$ cat config.mk
export PLATFORM = sky130hd
export DESIGN_NAME = rv32_prog_loader
export DESIGN_NICKNAME = d
export VERILOG_FILES = /design/src/rtl/rv32_prog_loader.sv
export SDC_FILE = /design/constraint.sdc
export NUM_CORES = 1
export LEC_CHECK = 0
export BUFFER_PORTS_ARGS = -buffer_cell sky130_fd_sc_hd__buf_2
export CAP_MARGIN = 10
export CORE_MARGIN = 1.5
export CORE_UTILIZATION = 40
export CTS_BUF_LIST = sky130_fd_sc_hd__clkbuf_16
export DETAILED_ROUTE_END_ITERATION = 12
export PLACE_DENSITY = 0.61
export SYNTH_ARGS = -nofsm -noshare
export SYNTH_HDL_FRONTEND = slang
export SYNTH_SLANG_ARGS = --single-unit
$ cat constraint.sdc
create_clock -name rv32_io_clk -period 5.6 [get_ports rv32_io_clk]
set_input_delay 0.28 -clock rv32_io_clk [delete_from_list [all_inputs] [get_ports rv32_io_clk]]
set_output_delay 0.28 -clock rv32_io_clk [all_outputs]
set_load 0.005 [all_outputs]
$ cat src/rtl/rv32_prog_loader.sv
// rv32_prog_loader
//
// Byte-stream program loader that feeds the rv32 core's programming ports.
// It accepts framed bytes over a valid/ready handshake. Each frame is a
// command byte, a 16-bit little-endian word count, and then count*4 data
// bytes. Data bytes are packed little-endian into 32-bit words and written
// to instruction or data memory, starting at word address 0. The loader
// also owns the core's active-low reset: the core is held in reset except
// while the loader sits in RUN.
//
// Commands: 0x01 IMEM load, 0x02 DMEM load, 0x03 RUN (no count).
// Any other command byte is an error. The error state is sticky until
// rv32_io_rst.
//
// Ports:
//   rv32_io_clk        clock
//   rv32_io_rst        synchronous active-high reset
//   ld_byte/ld_valid   incoming stream byte and its valid
//   ld_ready           byte accepted this cycle (decoded from state)
//   ld_busy            frame in progress (registered)
//   ld_err             sticky bad-command flag (registered)
//   rv32_io_imem_*     instruction memory write port (registered)
//   rv32_io_dmem_*     data memory write port (registered)
//   rv32_io_program    1 = loader owns the core's dmem write port
//   rv32_io_rst_n      core reset, active-low
module rv32_prog_loader #(
    parameter int ADDR_W = 12
) (
    input  logic              rv32_io_clk,
    input  logic              rv32_io_rst,
    input  logic [7:0]        ld_byte,
    input  logic              ld_valid,
    output logic              ld_ready,
    output logic              ld_busy,
    output logic              ld_err,
    output logic [ADDR_W-1:0] rv32_io_imem_addr,
    output logic [31:0]       rv32_io_imem_data,
    output logic              rv32_io_imem_w_en,
    output logic [ADDR_W-1:0] rv32_io_dmem_addr,
    output logic [31:0]       rv32_io_dmem_data,
    output logic              rv32_io_dmem_w_en,
    output logic              rv32_io_program,
    output logic              rv32_io_rst_n
);

    typedef enum logic [2:0] {
        S_IDLE,
        S_CNT_LO,
        S_CNT_HI,
        S_DATA,
        S_RUN,
        S_ERR
    } state_t;

    state_t state;
    state_t next_state;

    logic              accept;
    logic              target_dmem;
    logic [15:0]       cnt;
    logic [15:0]       words_done;
    logic [15:0]       words_done_inc;
    logic [1:0]        byte_idx;
    logic [23:0]       word_buf;
    logic [ADDR_W-1:0] word_addr;
    logic [31:0]       full_word;
    logic              word_done;

    // Next-cycle values of the registered outputs.
    logic wr_imem;
    logic wr_dmem;
    logic busy_next;
    logic err_next;
    logic run_next;

    assign accept         = ld_valid && ld_ready;
    assign words_done_inc = words_done + 16'd1;
    // The 4th byte goes straight from the input into the top of the word.
    // That way the write can be registered on the same edge it is accepted.
    assign full_word      = {ld_byte, word_buf};
    assign word_done      = accept && (state == S_DATA) && (byte_idx == 2'd3);

    // State register.
    always_ff @(posedge rv32_io_clk) begin
        if (rv32_io_rst) begin
            state <= S_IDLE;
        end else begin
            state <= next_state;
        end
    end

    // Next-state logic. The frame ends on the edge that issues the last write.
    // This lets a new command be accepted on the very next cycle.
    always_comb begin
        next_state = state;
        case (state)
            S_IDLE: begin
                if (accept) begin
                    case (ld_byte)
                        8'h01, 8'h02: next_state = S_CNT_LO;
                        8'h03:        next_state = S_RUN;
                        default:      next_state = S_ERR;
                    endcase
                end
            end
            S_CNT_LO: begin
                if (accept) next_state = S_CNT_HI;
            end
            S_CNT_HI: begin
                if (accept) begin
                    if ({ld_byte, cnt[7:0]} == 16'd0) next_state = S_IDLE;
                    else                              next_state = S_DATA;
                end
            end
            S_DATA: begin
                if (word_done && (words_done_inc == cnt)) next_state = S_IDLE;
            end
            S_RUN: begin
                if (accept && (ld_byte == 8'h00)) next_state = S_IDLE;
            end
            S_ERR: begin
                next_state = S_ERR;
            end
            default: next_state = S_IDLE;
        endcase
    end

    // Frame bookkeeping: target, count, byte packing and the word address.
    // The word address wraps naturally at ADDR_W bits, so long loads
    // overwrite from address 0.
    always_ff @(posedge rv32_io_clk) begin
        if (rv32_io_rst) begin
            target_dmem <= 1'b0;
            cnt         <= 16'd0;
            words_done  <= 16'd0;
            byte_idx    <= 2'd0;
            word_buf    <= 24'd0;
            word_addr   <= '0;
        end else if (accept) begin
            case (state)
                S_IDLE: begin
                    if ((ld_byte == 8'h01) || (ld_byte == 8'h02)) begin
                        target_dmem <= (ld_byte == 8'h02);
                    end
                end
                S_CNT_LO: begin
                    cnt[7:0] <= ld_byte;
                end
                S_CNT_HI: begin
                    cnt[15:8]  <= ld_byte;
                    words_done <= 16'd0;
                    byte_idx   <= 2'd0;
                    word_addr  <= '0;
                end
                S_DATA: begin
                    byte_idx <= byte_idx + 2'd1;
                    case (byte_idx)
                        2'd0: word_buf[7:0]   <= ld_byte;
                        2'd1: word_buf[15:8]  <= ld_byte;
                        2'd2: word_buf[23:16] <= ld_byte;
                        default: begin
                            word_addr  <= word_addr + 1'b1;
                            words_done <= words_done_inc;
                        end
                    endcase
                end
                default: begin
                end
            endcase
        end
    end

    // Output decode. The flags follow the next state, so the registered
    // outputs describe the state the loader is entering.
    always_comb begin
        ld_ready  = (state != S_ERR);
        wr_imem   = word_done && !target_dmem;
        wr_dmem   = word_done && target_dmem;
        busy_next = (next_state == S_CNT_LO) || (next_state == S_CNT_HI) ||
                    (next_state == S_DATA);
        err_next  = (next_state == S_ERR);
        run_next  = (next_state == S_RUN);
    end

    // Output registers. Address and data only change when their strobe fires.
    // They hold between writes.
    always_ff @(posedge rv32_io_clk) begin
        if (rv32_io_rst) begin
            rv32_io_imem_addr <= '0;
            rv32_io_imem_data <= 32'd0;
            rv32_io_imem_w_en <= 1'b0;
            rv32_io_dmem_addr <= '0;
            rv32_io_dmem_data <= 32'd0;
            rv32_io_dmem_w_en <= 1'b0;
            ld_busy           <= 1'b0;
            ld_err            <= 1'b0;
            rv32_io_program   <= 1'b1;
            rv32_io_rst_n     <= 1'b0;
        end else begin
            rv32_io_imem_w_en <= wr_imem;
            rv32_io_dmem_w_en <= wr_dmem;
            if (wr_imem) begin
                rv32_io_imem_addr <= word_addr;
                rv32_io_imem_data <= full_word;
            end
            if (wr_dmem) begin
                rv32_io_dmem_addr <= word_addr;
                rv32_io_dmem_data <= full_word;
            end
            ld_busy         <= busy_next;
            ld_err          <= err_next;
            rv32_io_program <= !run_next;
            rv32_io_rst_n   <= run_next;
        end
    end

endmodule

==> results.py <==
metrics = {
    "outcome": {
        "status": "completed",
    },
    "clocking": {
        "clockBufferDepth": 2,
        "cts_tree": "built",
        "cts_setup_buffers": 0,
        "htree_levels": 4,
        "clock-sinks": 168,
        "holdBufCountCts": 0,
        "insertion_delay_ns": 0.42,
        "root_buffer": "clkbuf_16",
        "postCtsResizedCells": 0,
        "numCtsBuffers": 17,
        "clk_pin_slew_ns": 0.06,
    },
    "sta": {
        "fmax_mhz": 324,
        "clock_skew_ns": 0.00693,
        "rsz0062_at_grt": "false",
        "tns_ns": 0,
        "finalSetupViolCount": 0,
        "maxSlewViolCount": 0,
        "final_hold_viol_count": 0,
        "fin_crit_sh": 0.551,
        "relSlewSlack": 0.235,
        "worst_slew_pin_slew_ns": 1.14,
        "period_needed_ns": 3.08,
    },
    "die": {
        "die_y_um": 135,
        "placementRows": 48,
        "core_area_sq_um": 17200,
        "initial_utilization": 0.406,
        "dieWidth_um": 135,
        "dieArea_sq_um": 18200,
        "ioPinCount": 106,
    },
    "cells_and_area": {
        "area_delta_synth_final_pct": 15.8,
        "drive_gt1_frac": 0.156,
        "fillerInstances": 1751,
        "n_antenna_cell": 0,
        "layout.nets": 973,
        "design_area_sq_um": 8060,
    },
    "logic_synthesis": {
        "ys.warnings.count": 0,
        "netlist.top_cell.by_area": "dfxtp_1",
        "yosysMostFrequentCell": "nand2_1",
        "synth_area_leaders": "dfxtp_1, nand2_1, a21oi_1",
        "ys_top_cells_by_count": "nand2_1, dfxtp_1, a21oi_1, clkbuf_1, nor2_1",
        "netlist_area_sq_um": 6970,
        "async_flop_share": 0,
        "syn_area_per_cell_sq_um": 7.73,
        "synth_ff_type": "dfxtp_1",
        "seq_area_frac_synth": 0.483,
        "synth.top_cell.area_share": 0.483,
        "synthDistinctLibCells": 52,
        "synth_edf_count": 0,
        "synthCells": 901,
        "ys_seq_elements": 168,
        "syn-num-nets": 919,
    },
    "setup_path": {
        "worst_setup_path_start_kind": "register",
        "path_cells": "and4b_1 > nand2_1 > nor2_4 > nand2_1 > a21oi_1",
        "critPathRequiredTime_ns": 5.94,
        "critPathSlowestCell": "and4b_1",
        "cpMostUsedCell": "nand2_1",
        "path_class": "reg -> reg",
        "end_kind": "register",
        "critPathMaxStageDelay_ns": 0.95,
        "cp_max_fo": 44,
        "cp.arrival_ns": 3.43,
    },
    "global_routing": {
        "grt_pass1_vias": 5545,
        "grt_overflow": 0,
        "grt_max_degree": 93,
        "grt_antenna_before_repair": 0,
        "grt_pass1_wl_mm": 29.0,
        "grt_usage": 0.201,
    },
    "detailed_routing": {
        "vias_per_cell": 5.28,
        "drt-wirelength-per-cell_um": 15.2,
        "ant_nets": 0,
        "drt-total-wl_mm": 18.1,
        "drtPass1Iterations": 6,
        "route.detailed.drc": 0,
        "drt_iter0_drc": 385,
        "dr_total_vias": 6304,
    },
    "job": {
        "drv_cap": 0,
    },
    "power": {
        "ir_drop_uv": 223,
        "power_density_nw_per_um2": 298,
        "p_int_mw": 1.84,
        "combPwrFrac": 0.037,
        "p_leak_nw": 2.95,
        "pwr-share-seq": 0.505,
        "clock_power_share": 0.459,
        "switching_share": 0.235,
        "p_sw_uw": 564,
    },
    "place": {
        "hpwl_mm": 11.5,
        "numPortBuffers": 105,
        "place_congestion": 0.843,
        "dpl-instance-area_sq_um": 7510,
    },
    "worst_hold_path": {
        "min_path_type": "in -> reg",
    },
}
==> area by class of cell <==
type | count | area [sq um] | share of cell area
clock inverters | 15 | 128 | 0.0158
well taps | 225 | 282 | 0.0349
repair buffers | 108 | 551 | 0.0683
flip-flops and latches | 168 | 3360 | 0.417
multi-input cells | 649 | 3270 | 0.406
inverters | 11 | 41.3 | 0.00512
clock buffers | 17 | 425 | 0.0528
==> logic make-up (layout without fill, tap and decap cells) <==
group           Yosys count  after routing  share of synthesized area
compound gates          201            201                      0.154
xor+xnor                 24             24                     0.0302
fa+ha+maj                 7              7                     0.0126
buf+inv                  84            151                     0.0496
flops                   168            168                      0.483
mux                       4              4                    0.00611
simple gates            413            413                      0.265
==> routing by layer <==
| layer | up-vias | wire (um) | GRT usage |
|---|---|---|---|
| li1 | 3130 | - | - |
| met1 | 2980 | 8680 | 0.280 |
| met2 | 178 | 8080 | 0.316 |
| met3 | 16 | 1180 | 0.0465 |
| met4 | 0 | 150 | 0.0460 |
| met5 | - | 0 | 0 |
==> final timing paths <==
path                                      startpoint  slack (ns)  cells after the start               endpoint
worst max-delay path                        state[0]        2.52                      5  rv32_io_imem_data[24]
worst min register to register  rv32_io_imem_data[7]        0.45                      2   rv32_io_imem_data[7]
worst max register to register              state[0]        2.52                      5  rv32_io_imem_data[24]
worst min-delay path                      ld_byte[4]        0.21                      3  rv32_io_dmem_data[28]
==> flip-flops by register name, summed over array words and instances (netlist names) <==
| register | count |
|---|---|
| words_done | 16 |
| rv32_io_dmem_addr | 12 |
| rv32_io_imem_addr | 12 |
| rv32_io_imem_w_en | 1 |
| target_dmem | 1 |
| byte_idx | 2 |
| ld_err | 1 |
| ld_busy | 1 |
| rv32_io_imem_data | 32 |
| cnt | 16 |
| rv32_io_program | 1 |
| rv32_io_rst_n | 1 |
| rv32_io_dmem_w_en | 1 |
| rv32_io_dmem_data | 32 |
| word_addr | 12 |
| word_buf | 24 |
| state | 3 |
==> power by group through the flow <==
stage / clock [mW] / sequential, mW / combinational [mW]
after floorplan: 0 / 1.24 / 0.0632
after global placement: 0 / 1.24 / 0.0874
after detailed placement: 0 / 1.24 / 0.0876
after CTS: 1.12 / 1.21 / 0.0876
after global routing: 1.17 / 1.21 / 0.0965
final: 1.10 / 1.21 / 0.0881
==> critical path, delay by kind of cell (launching register included) <==
kind               cells  cell delay, ns
DFF                    1            0.53
AOI/OAI and AO/OA      1            0.17
and+or+nand+nor        4            2.29
==> metrics by stage <==
stage | setup WS [ns] | instances | total power, mW | hold WS, ns | util
3_5_place_dp | 2.52 | 1161 | 1.33 | 0.444 | 0.437
4_1_cts | 2.50 | 1193 | 2.42 | 0.205 | 0.469
2_1_floorplan | 3.25 | 901 | 1.30 | 0.445 | -
5_1_grt | 2.17 | 1193 | 2.48 | 0.219 | 0.469
3_3_place_gp | 2.59 | 1161 | 1.33 | 0.439 | 0.437
6_report | 2.52 | 1193 | 2.40 | 0.213 | 0.469
==> placed cells by master (no fill, tap or decap), types with 8 or more instances in the layout <==
cell type and n:
a21oi_1 160, buf_2 104, clkbuf_16 17, dfxtp_1 168, inv_1 11, nand2_1 262
nand2b_1 8, nand3_1 35, nand4_1 13, nor2_1 37, nor4_1 9, o21ai_0 17
or3_1 9, xnor2_1 14, xor2_1 10
Power figures use the tool's default switching activity.
